$ cat config.mk
export PLATFORM = sky130hd
export DESIGN_NAME = mem_port_arbiter
export DESIGN_NICKNAME = d
export VERILOG_FILES = /design/src/rtl/mem_port_arbiter.sv
export SDC_FILE = /design/constraint.sdc
export NUM_CORES = 1
export LEC_CHECK = 0
export CORE_AREA = 2 2 203 205
export CTS_CLUSTER_DIAMETER = 80
export CTS_CLUSTER_SIZE = 12
export DETAILED_ROUTE_END_ITERATION = 10
export DIE_AREA = 0 0 205 207
export MAX_ROUTING_LAYER = met4
export PLACE_DENSITY = 0.56
export SLEW_MARGIN = 20
export SYNTH_ARGS = -nofsm -noshare
export SYNTH_HDL_FRONTEND = slang
export SYNTH_SLANG_ARGS = --single-unit
$ cat constraint.sdc
create_clock -name clk -period 3.3 [get_ports clk]
set_clock_uncertainty 0.2 [all_clocks]
set_input_delay 0.495 -clock clk [delete_from_list [all_inputs] [get_ports clk]]
set_output_delay 0.495 -clock clk [all_outputs]
set_load 0.05 [all_outputs]
$ cat src/rtl/mem_port_arbiter.sv
`timescale 1ns/1ps
// mem_port_arbiter: shares one single-ported, variable-latency memory between IF and MEM.
// MEM always wins, one access is in flight at a time, and a watchdog aborts accesses that never complete.
module mem_port_arbiter #(
  parameter int AW      = 64,
  parameter int DW      = 64,
  parameter int TIMEOUT = 16
) (
  input  logic          clk,
  input  logic          reset,
  input  logic          i_req,
  input  logic [AW-1:0] i_addr,
  output logic [DW-1:0] i_rdata,
  output logic          i_ack,
  input  logic          d_req,
  input  logic          d_we,
  input  logic [AW-1:0] d_addr,
  input  logic [DW-1:0] d_wdata,
  output logic [DW-1:0] d_rdata,
  output logic          d_ack,
  output logic          if_stall,
  output logic          mem_stall,
  output logic          m_req,
  output logic          m_we,
  output logic [AW-1:0] m_addr,
  output logic [DW-1:0] m_wdata,
  input  logic [DW-1:0] m_rdata,
  input  logic          m_ready,
  output logic          err
);
  typedef enum logic [1:0] {IDLE, D_WAIT, I_WAIT} state_t;

  localparam logic [7:0] TO_LIMIT = 8'(TIMEOUT);

  state_t        state_reg, state_next;
  logic [7:0]    wd_cnt_reg, wd_cnt_next;
  logic          m_req_reg, m_req_next;
  logic          m_we_reg, m_we_next;
  logic [AW-1:0] m_addr_reg, m_addr_next;
  logic [DW-1:0] m_wdata_reg, m_wdata_next;
  logic [DW-1:0] i_rdata_reg, i_rdata_next;
  logic [DW-1:0] d_rdata_reg, d_rdata_next;
  logic          i_ack_reg, i_ack_next;
  logic          d_ack_reg, d_ack_next;
  logic          err_reg, err_next;

  // A requester just acked is still dropping its req, so it is ignored for that one cycle.
  logic d_go, i_go, wd_hit;
  assign d_go   = d_req & ~d_ack_reg;
  assign i_go   = i_req & ~i_ack_reg;
  assign wd_hit = (wd_cnt_reg + 8'd1) == TO_LIMIT;

  always_ff @(posedge clk or negedge reset) begin
    if (!reset) begin
      state_reg   <= IDLE;
      wd_cnt_reg  <= '0;
      m_req_reg   <= 1'b0;
      m_we_reg    <= 1'b0;
      m_addr_reg  <= '0;
      m_wdata_reg <= '0;
      i_rdata_reg <= '0;
      d_rdata_reg <= '0;
      i_ack_reg   <= 1'b0;
      d_ack_reg   <= 1'b0;
      err_reg     <= 1'b0;
    end else begin
      state_reg   <= state_next;
      wd_cnt_reg  <= wd_cnt_next;
      m_req_reg   <= m_req_next;
      m_we_reg    <= m_we_next;
      m_addr_reg  <= m_addr_next;
      m_wdata_reg <= m_wdata_next;
      i_rdata_reg <= i_rdata_next;
      d_rdata_reg <= d_rdata_next;
      i_ack_reg   <= i_ack_next;
      d_ack_reg   <= d_ack_next;
      err_reg     <= err_next;
    end
  end

  always_comb begin
    state_next   = state_reg;
    wd_cnt_next  = wd_cnt_reg;
    m_req_next   = m_req_reg;
    m_we_next    = m_we_reg;
    m_addr_next  = m_addr_reg;
    m_wdata_next = m_wdata_reg;
    i_rdata_next = i_rdata_reg;
    d_rdata_next = d_rdata_reg;
    i_ack_next   = 1'b0;
    d_ack_next   = 1'b0;
    err_next     = err_reg;
    case (state_reg)
      IDLE: begin
        wd_cnt_next = '0;
        if (d_go) begin
          m_req_next   = 1'b1;
          m_we_next    = d_we;
          m_addr_next  = d_addr;
          m_wdata_next = d_wdata;
          state_next   = D_WAIT;
        end else if (i_go) begin
          m_req_next  = 1'b1;
          m_we_next   = 1'b0;
          m_addr_next = i_addr;
          state_next  = I_WAIT;
        end
      end
      D_WAIT, I_WAIT: begin
        if (m_ready || wd_hit) begin
          // Completion or abort: an aborted access returns zero data and flags err.
          m_req_next  = 1'b0;
          wd_cnt_next = '0;
          state_next  = IDLE;
          if (state_reg == D_WAIT) begin
            d_ack_next   = 1'b1;
            d_rdata_next = m_ready ? m_rdata : '0;
          end else begin
            i_ack_next   = 1'b1;
            i_rdata_next = m_ready ? m_rdata : '0;
          end
          if (!m_ready) err_next = 1'b1;
        end else begin
          wd_cnt_next = wd_cnt_reg + 8'd1;
        end
      end
      default: state_next = IDLE;
    endcase
  end

  assign m_req     = m_req_reg;
  assign m_we      = m_we_reg;
  assign m_addr    = m_addr_reg;
  assign m_wdata   = m_wdata_reg;
  assign i_rdata   = i_rdata_reg;
  assign d_rdata   = d_rdata_reg;
  assign i_ack     = i_ack_reg;
  assign d_ack     = d_ack_reg;
  assign err       = err_reg;
  assign if_stall  = i_req & ~i_ack_reg;
  assign mem_stall = d_req & ~d_ack_reg;

endmodule

==> results_dict.tcl <==
set metrics [dict create \
    post_drt_wl_per_cell_um 19.11 \
    vias_per_cell 4.529 \
    rsz0062_at_grt "false" \
    worst-path-max-fanout 65 \
    switching_share_pct 48.40 \
    tightest_slew_ps 800.5 \
    synthFlopType "dfrtp_1" \
    slew_headroom_pct 46.63 \
    seq_area_frac_synth_pct 63.68 \
    start_util_pct 26.38 \
    die_w_um 205 \
    crit_required_ps 3520 \
    placed_area_um2 16510 \
    ant_nets 0 \
    cts.clk_slew.worst_paths_ps 60 \
    slowest_stage "a2111oi_4" \
    path_cells "and4_1 -> a211o_1 -> a2111oi_4 -> o21ai_4 -> buf_4 -> a22o_1" \
    comb_power_share_pct 59.0 \
    ys_ff_latch 271 \
    cts_tree "yes" \
    maxCapViolCount 0 \
    syn_nets 1061 \
    first_global_vias 9012 \
    grt_pass1_wl_mm 53.61 \
    grt_max_degree 132 \
    synth.distinct_cells 37 \
    seqPwrFrac_pct 28.1 \
    vias 8316 \
    yosysWarnings 0 \
    syn_avg_cell_area_um2 13.41 \
    switching_power_mw 9.941 \
    coreArea_um2 40370 \
    finalWirelength_mm 35.09 \
    status "complete, no violations" \
    critPathCaptureType "register" \
    clock_latency_ps 530 \
    numCtsBuffers 26 \
    netlist_area_um2 10650 \
    mostFrequentLayoutCells "clkdlybuf4s50_1, dfrtp_1, a22o_1" \
    fin_area_um2 17210 \
    finalHoldViolations 0 \
    dieArea_um2 42440 \
    worstSetupPathType "reg -> reg" \
    synth_edf_count 0 \
    fmaxAchievable_ghz 0.3471 \
    area_delta_synth_final_pct 61.64 \
    clk_path_buf_depth 3 \
    peakVddDrop_uv 662.9 \
    fin_crit_sh_pct 87.31 \
    nNetsFinal 1569 \
    grt.overflow.total 0 \
    setup-tns-final_ps 0 \
    crit_path_max_incr_delay_ps 650 \
    drc 0 \
    cts.repair.resized 0 \
    final_common_cell "clkdlybuf4s50_1" \
    numPortBuffers 524 \
    total_power_mw 20.54 \
    synth_top_area_share_pct 63.68 \
    setup_viol 0 \
    hpwl_mm 24.87 \
    critPathLaunchType "register" \
    internal-power_mw 10.60 \
    dieHeight_um 207 \
    power_leakage_nw 7.327 \
    clock_power_share_pct 12.9 \
    min_period_ps 2881 \
    io_pins 525 \
    netlist_top_cells_area "dfrtp_1, a22o_1, mux2_2" \
    drt_pass1_iterations 4 \
    antenna_found_initial 1 \
    hp-class "reg -> reg" \
    arrival_ps 3100 \
    finalMaxSlewViolations 0 \
    yosys.area.top_type "dfrtp_1" \
    grt_usage_pct 16.54 \
    gp_congestion 0.8036 \
    drive_gt1_share_pct 9.286 \
    num_rows 74 \
    cts_num_sinks 271 \
    p_per_area_nw_per_um2 1193 \
    drt_iter0_markers 278 \
    cts_htree_levels 1 \
    root_buffer "clkbuf_16" \
    synth_cells 794 \
    synthArstFlopShare_pct 100.0 \
]
==> per-layer routing <==
layer,GRT usage [%],up-vias,routed length (µm)
met4,4.193,0,760
met5,-,-,0
met1,19.19,4067,14140
li1,-,3881,-
met3,5.255,46,3223
met2,27.63,322,16970
==> synthesized netlist by cell type, types with 2 or more instances <==
master,count
and3_1,2
nand2_1,73
nor3_1,2
buf_4,2
o21ai_0,77
a22o_1,129
xnor2_1,2
dfrtp_1,271
and4_1,2
nand3b_1,2
mux2_2,64
buf_2,2
and2_1,3
o21ai_2,2
inv_1,6
nor2b_1,3
a21oi_1,3
mux2i_1,64
clkbuf_1,38
nand2b_1,4
nor2_1,7
nand3_1,2
a32o_1,2
ha_1,5
buf_1,6
buf_6,10
==> kinds of logic (layout without fill, tap and decap cells) <==
family / count (synthesis) / after routing / synth area share [%]
buf+inv: 64 / 573 / 3.055
flops: 271 / 271 / 63.68
compound gates: 220 / 220 / 15.44
mux: 128 / 128 / 12.78
xor+xnor: 2 / 2 / 0.1645
other cells: 0 / 1 / 0
fa+ha+maj: 5 / 5 / 0.5875
simple gates: 104 / 104 / 4.289
==> through the flow <==
stage | utilization, % | hold slack, ps | setup slack, ps | cells
2_1_floorplan | - | -0.5910 | 643.9 | 794
3_3_place_gp | 40.89 | 263.3 | 541.7 | 1805
3_5_place_dp | 40.89 | 269.4 | 447.8 | 1805
4_1_cts | 42.63 | 283.0 | 425.9 | 1835
5_1_grt | 42.64 | 288.2 | 238.4 | 1836
6_report | 42.64 | 275.5 | 418.7 | 1836
==> critical path: cells and delay by family (launching register included) <==
family / cells / cell delay [ps]
compound gates: 4 / 1390
buf+inv: 1 / 370
flops: 1 / 460
simple gates: 1 / 290
==> final cells by class <==
type / instances / area, µm²
tap: 532 / 665.6
antenna: 1 / 2.502
multi-input combinational: 459 / 3581
fill: 3863 / 23160
timing repair buffer: 538 / 5465
sequential: 271 / 6782
clock inverter: 1 / 5.005
inverter: 6 / 22.52
clock buffer: 28 / 689.4
==> final timing paths <==
kind / slack [ps] / cells after the start / startpoint / endpoint
max in group asynchronous: 1730 / 3 / reset / m_wdata[0]
setup / recovery: 420 / 6 / wd_cnt_reg[0] / i_rdata[32]
setup reg to reg: 420 / 6 / wd_cnt_reg[0] / i_rdata[32]
hold reg to reg: 280 / 2 / m_addr[35] / m_addr[35]
min in group asynchronous: 340 / 2 / reset / d_rdata[0]
hold / removal: 280 / 2 / m_addr[35] / m_addr[35]
==> repair_timing <==
| action | 4_1_cts | 5_1_grt |
|---|---|---|
| hold buffers | 1 | 0 |
| buffers inserted | 0 | 0 |
| endpoints found under the hold margin | 68 | 0 |
==> power groups by stage <==
stage	sequential [mW]	clock [mW]	combinational (mW)
final	5.78	2.66	12.1
after global routing	5.97	2.90	12.7
after CTS	5.78	2.78	12.2
after detailed placement	5.77	0	12.2
after global placement	5.78	0	12.2
after floorplan	11.1	0	2.48
Note: power is estimated with default switching activity, not from simulation.
==> RTL edit 1, RTL diff (same settings) <==
Change the parameter `AW` from 64 to 96.
--- a/src/rtl/mem_port_arbiter.sv
+++ b/src/rtl/mem_port_arbiter.sv
@@ -2,7 +2,7 @@
 // mem_port_arbiter: shares one single-ported, variable-latency memory between IF and MEM.
 // MEM always wins, one access is in flight at a time, and a watchdog aborts accesses that never complete.
 module mem_port_arbiter #(
-  parameter int AW      = 64,
+  parameter int AW      = 96,
   parameter int DW      = 64,
   parameter int TIMEOUT = 16
 ) (
Ports: changed (resized d_addr, i_addr and m_addr); port bits go from 525 to 621. No check against the original RTL was run, so the function may have changed too.
==> RTL edit 1 against the unedited design <==
  * Power increased by 14%
  * Worst setup slack improved by 0.045 ns
  * Routed wire length increased by 23%
  * Synthesized area increased by 13%
  * Sequential power increased by 12%
  * Maximum frequency increased by 1.6%
  * Final area increased by 15%
  * Sequential cell count increased by 32
  * Largest power group unchanged
==> RTL edit 1: results (changes against the unedited design) <==
metric	value	unit	change
status	complete, no violations		unchanged
Worst VDD drop	0.707	mV	was 0.663 mV
Leakage	8.47	nW	was 7.33 nW
largest net degree at the start of global routing	117		was 132
post-synth cell types	36		was 37
Relative slew margins	42.7	%	was 46.6%
XOR/XNOR Fraction of Synth Area	0.146	%	was 0.164%
mux cell area share after synthesis	14.0	%	was 12.8%
layout cells sized above 1	8.68	%	was 9.29%
Post-DP HPWL	31800	µm	was 24900 µm
WL per Instance	20.8	µm	was 19.1 µm
syn_nets	1264		was 1061
Worst Path Arrival	3.09	ns	was 3.10 ns
filler instances	3686		was 3863
GRT Total Usage	20.3	%	was 16.5%
placed inst area	19000	µm²	was 16500 µm²
Synth Area in Adders	0.521	%	was 0.587%
internal power	0.0119	W	was 0.0106 W
CTS Buf Count	29		was 26
clk_lat worst skew	0.58	ns	was 0.53 ns
routed vias	9703		was 8316
first-pass GRT wire length	63700	µm	was 53600 µm
port bufs	620		was 524
CP Capture Point	d_rdata[0]		was i_rdata[32]
Reg area	7580	µm²	was 6780 µm²
antenna violations before repair	3		was 1
vias in the first global route	9981		was 9012
r2r setup slk	0.46	ns	was 0.42 ns
Final #Nets	1870		was 1569
## RTL edit 1: cell types whose count changed after synthesis, sizes merged
cell,before,now
buf,20,18
clkbuf,38,51
dfrtp,271,303
mux2i,64,96
nand2,73,105
o21ai,79,111
## RTL edit 1: per-stage QoR
step / setup slack (ns) / cells / power [W] / hold slack, ns
after CTS: 0.489 / 2076 / 0.0236 / 0.282
after detailed placement: 0.489 / 2039 / 0.0205 / 0.269
after global routing: 0.289 / 2079 / 0.0244 / 0.291
after global placement: 0.502 / 2039 / 0.0204 / 0.261
final: 0.464 / 2079 / 0.0234 / 0.277
after floorplan: 0.546 / 933 / 0.0152 / -0.000591
## RTL edit 1: worst min path at each step
stage / from / endpoint / slack (ns) / cells after the start
global route: m_addr[48] / m_addr[48] / 0.29 / 2
CTS: m_addr[45] / m_addr[45] / 0.28 / 2
global placement: m_addr[89] / m_addr[89] / 0.26 / 2
finish: err / err / 0.28 / 1
detailed placement: err / err / 0.27 / 1
floorplan: reset / d_ack / -0.0006 / 0
## RTL edit 1: area by class of cell
type / instances / area share [%]
timing repair buffer: 644 / 32.9
clock inverter: 2 / 0.253
antenna: 3 / 0.0380
tap: 532 / 3.37
clock buffer: 34 / 3.77
multi-input combinational: 555 / 21.2
sequential: 303 / 38.4
inverter: 6 / 0.114
## RTL edit 1: logic make-up after synthesis
logic type               count (synthesis)
multiplexers                           160
adder cells (fa/ha/maj)                  5
flip-flops                             303
XOR/XNOR                                 2
AO/OA/AOI/OAI                          252
buffers and inverters                   75
AND/OR/NAND/NOR                        136
## RTL edit 1: power by group through the flow
stage / combinational, W / sequential (W) / clock [W]
finish: 0.0139 / 0.00645 / 0.00306
global route: 0.0145 / 0.00665 / 0.00332
CTS: 0.0140 / 0.00645 / 0.00318
detailed placement: 0.0140 / 0.00644 / 0
global placement: 0.0139 / 0.00644 / 0
floorplan: 0.00273 / 0.0124 / 0
## RTL edit 1: metal layers
metal / track usage (%) / routed length (µm) / vias to the layer above
li1: - / - / 4559
met1: 24.1 / 17100 / 4707
met2: 33.8 / 21600 / 367
met3: 5.14 / 3330 / 70
met4: 6.20 / 1140 / 0
met5: - / 0 / -
## RTL edit 1: critical path, delay by kind of cell, from the launching register on
family / cells / cell delay [ns]
buffers and inverters: 1 / 0.33
and+or+nand+nor: 1 / 0.25
DFF: 1 / 0.45
AOI/OAI and AO/OA: 4 / 1.40
==> RTL edit 2, RTL diff (same settings) <==
Without the edit above. Encoding of `state_t`: now one-hot (3 bits for 3 states).
--- a/src/rtl/mem_port_arbiter.sv
+++ b/src/rtl/mem_port_arbiter.sv
@@ -28,7 +28,7 @@
   input  logic          m_ready,
   output logic          err
 );
-  typedef enum logic [1:0] {IDLE, D_WAIT, I_WAIT} state_t;
+  typedef enum logic [2:0] {IDLE = 3'b001, D_WAIT = 3'b010, I_WAIT = 3'b100} state_t;
 
   localparam logic [7:0] TO_LIMIT = 8'(TIMEOUT);
 
Formal check against the unedited RTL: no difference found for any inputs over 4 cycles, from zero or initial values and one cycle with reset low; so few cycles prove little.
==> RTL edit 2 against the unedited design <==
  * Routed wire length is 23% higher
  * Synthesized area is 15% higher
  * Power fell by 12%
  * Final area increased by 8.6%
  * Worst setup slack better by 0.30 ns
  * Global-route usage increased by 3.8 points
  * Clock power up 8.3%
  * Sequential cell count is 1 higher
  * First-iteration DRC count increased by 120%
  * Highest routed layer unchanged
==> RTL edit 2: results (changes against the unedited design) <==
metric	value	unit	change
Final Power	0.0180	W	was 0.0205 W
post-synth cell types	43		was 37
initial drt markers	608		was 278
GPL Wtd Cong	0.814		was 0.804
M1 WL	17700	µm	was 14100 µm
Clock power frac	16.0	%	was 12.9%
placed insts	2067		was 1805
CTS Buf Count	28		was 26
met1 GRT Util	25.4	%	was 19.2%
vias per std cell	4.84		was 4.53
metal2 WL	20800	µm	was 17000 µm
Worst Path Arrival	2.81	ns	was 3.10 ns
crit-path max FO	68		was 65
XOR/XNOR Fraction of Synth Area	0.287	%	was 0.164%
1st-pass router iterations	6		was 4
PwrDens	965	nW/µm²	was 1190 nW/µm²
max layer used	met4		unchanged
Largest stage delay, worst path	0.47	ns	was 0.65 ns
dpl ws	0.712	ns	was 0.448 ns
antenna violations before repair	3		was 1
Switching Share	47.1	%	was 48.4%
top cells by count, synth	271 x dfrtp_1, 198 x nand2_1, 128 x a22oi_1, 100 x o21ai_2, 82 x o21ai_0		was 271 x dfrtp_1, 129 x a22o_1, 77 x o21ai_0, 73 x nand2_1
GRT Total Usage	20.4	%	was 16.5%
Compound-Gate Fraction of Synth Area	20.3	%	was 15.4%
syn_nets	1342		was 1061
Post-Syn Instances	1078		was 794
Post-DP HPWL	30200	µm	was 24900 µm
clk_lat worst skew	0.56	ns	was 0.53 ns
Worst VDD drop	0.525	mV	was 0.663 mV
met2 usage	32.6	%	was 27.6%
first-pass GRT wire length	65200	µm	was 53600 µm
GRT met3 Usage	5.88	%	was 5.25%
Seq pwr share	29.1	%	was 28.1%
Synth Area in Adders	0.205	%	was 0.587%
CP max stage cell	dfrtp_1		was a2111oi_4
filler instances	3813		was 3863
sequential area share after synthesis	55.7	%	was 63.7%
Relative slew margins	41.0	%	was 46.6%
CP delay by family, top	simple AND/OR/NAND/NOR gates		was compound AO/OA/AOI/OAI gates
WL final	43300	µm	was 35100 µm
Final #Nets	1830		was 1569
Leakage	7.70	nW	was 7.33 nW
WL met3	3830	µm	was 3220 µm
placed inst area	17900	µm²	was 16500 µm²
vias in the first global route	10246		was 9012
Final Non-Filler Cells	2106		was 1836
Post-synth ARST share	100	%	unchanged
layout cells sized above 1	14.8	%	was 9.29%
status	complete, no violations		unchanged
mux cell area share after synthesis	11.2	%	was 12.8%
Area contributors post-synth	dfrtp_1 55%, a22oi_1 7.9%, o21ai_2 7.2%		was dfrtp_1 64%, a22o_1 11%, mux2_2 6.8%
==> RTL edit 2: path summary, 6_finish.rpt <==
| path | from | end | slack (ns) | cells after the start |
|---|---|---|---|---|
| worst max-delay path | wd_cnt_reg[0] | i_rdata[42] | 0.72 | 7 |
| worst min-delay path | m_addr[52] | m_addr[52] | 0.28 | 2 |
| worst max register to register | wd_cnt_reg[0] | i_rdata[42] | 0.72 | 7 |
| worst min register to register | m_addr[52] | m_addr[52] | 0.28 | 2 |
| max in group asynchronous | reset | state_reg[0] | 1.73 | 3 |
| min in group asynchronous | reset | i_rdata[28] | 0.32 | 2 |
==> RTL edit 2: cell type report <==
| class | count | share of cell area [%] |
|---|---|---|
| tap | 532 | 3.56 |
| timing repair buffer | 543 | 29.6 |
| sequential | 272 | 36.4 |
| multi-input combinational | 712 | 26.1 |
| clock inverter | 4 | 0.181 |
| clock buffer | 30 | 3.90 |
| inverter | 9 | 0.194 |
| antenna | 4 | 0.0535 |
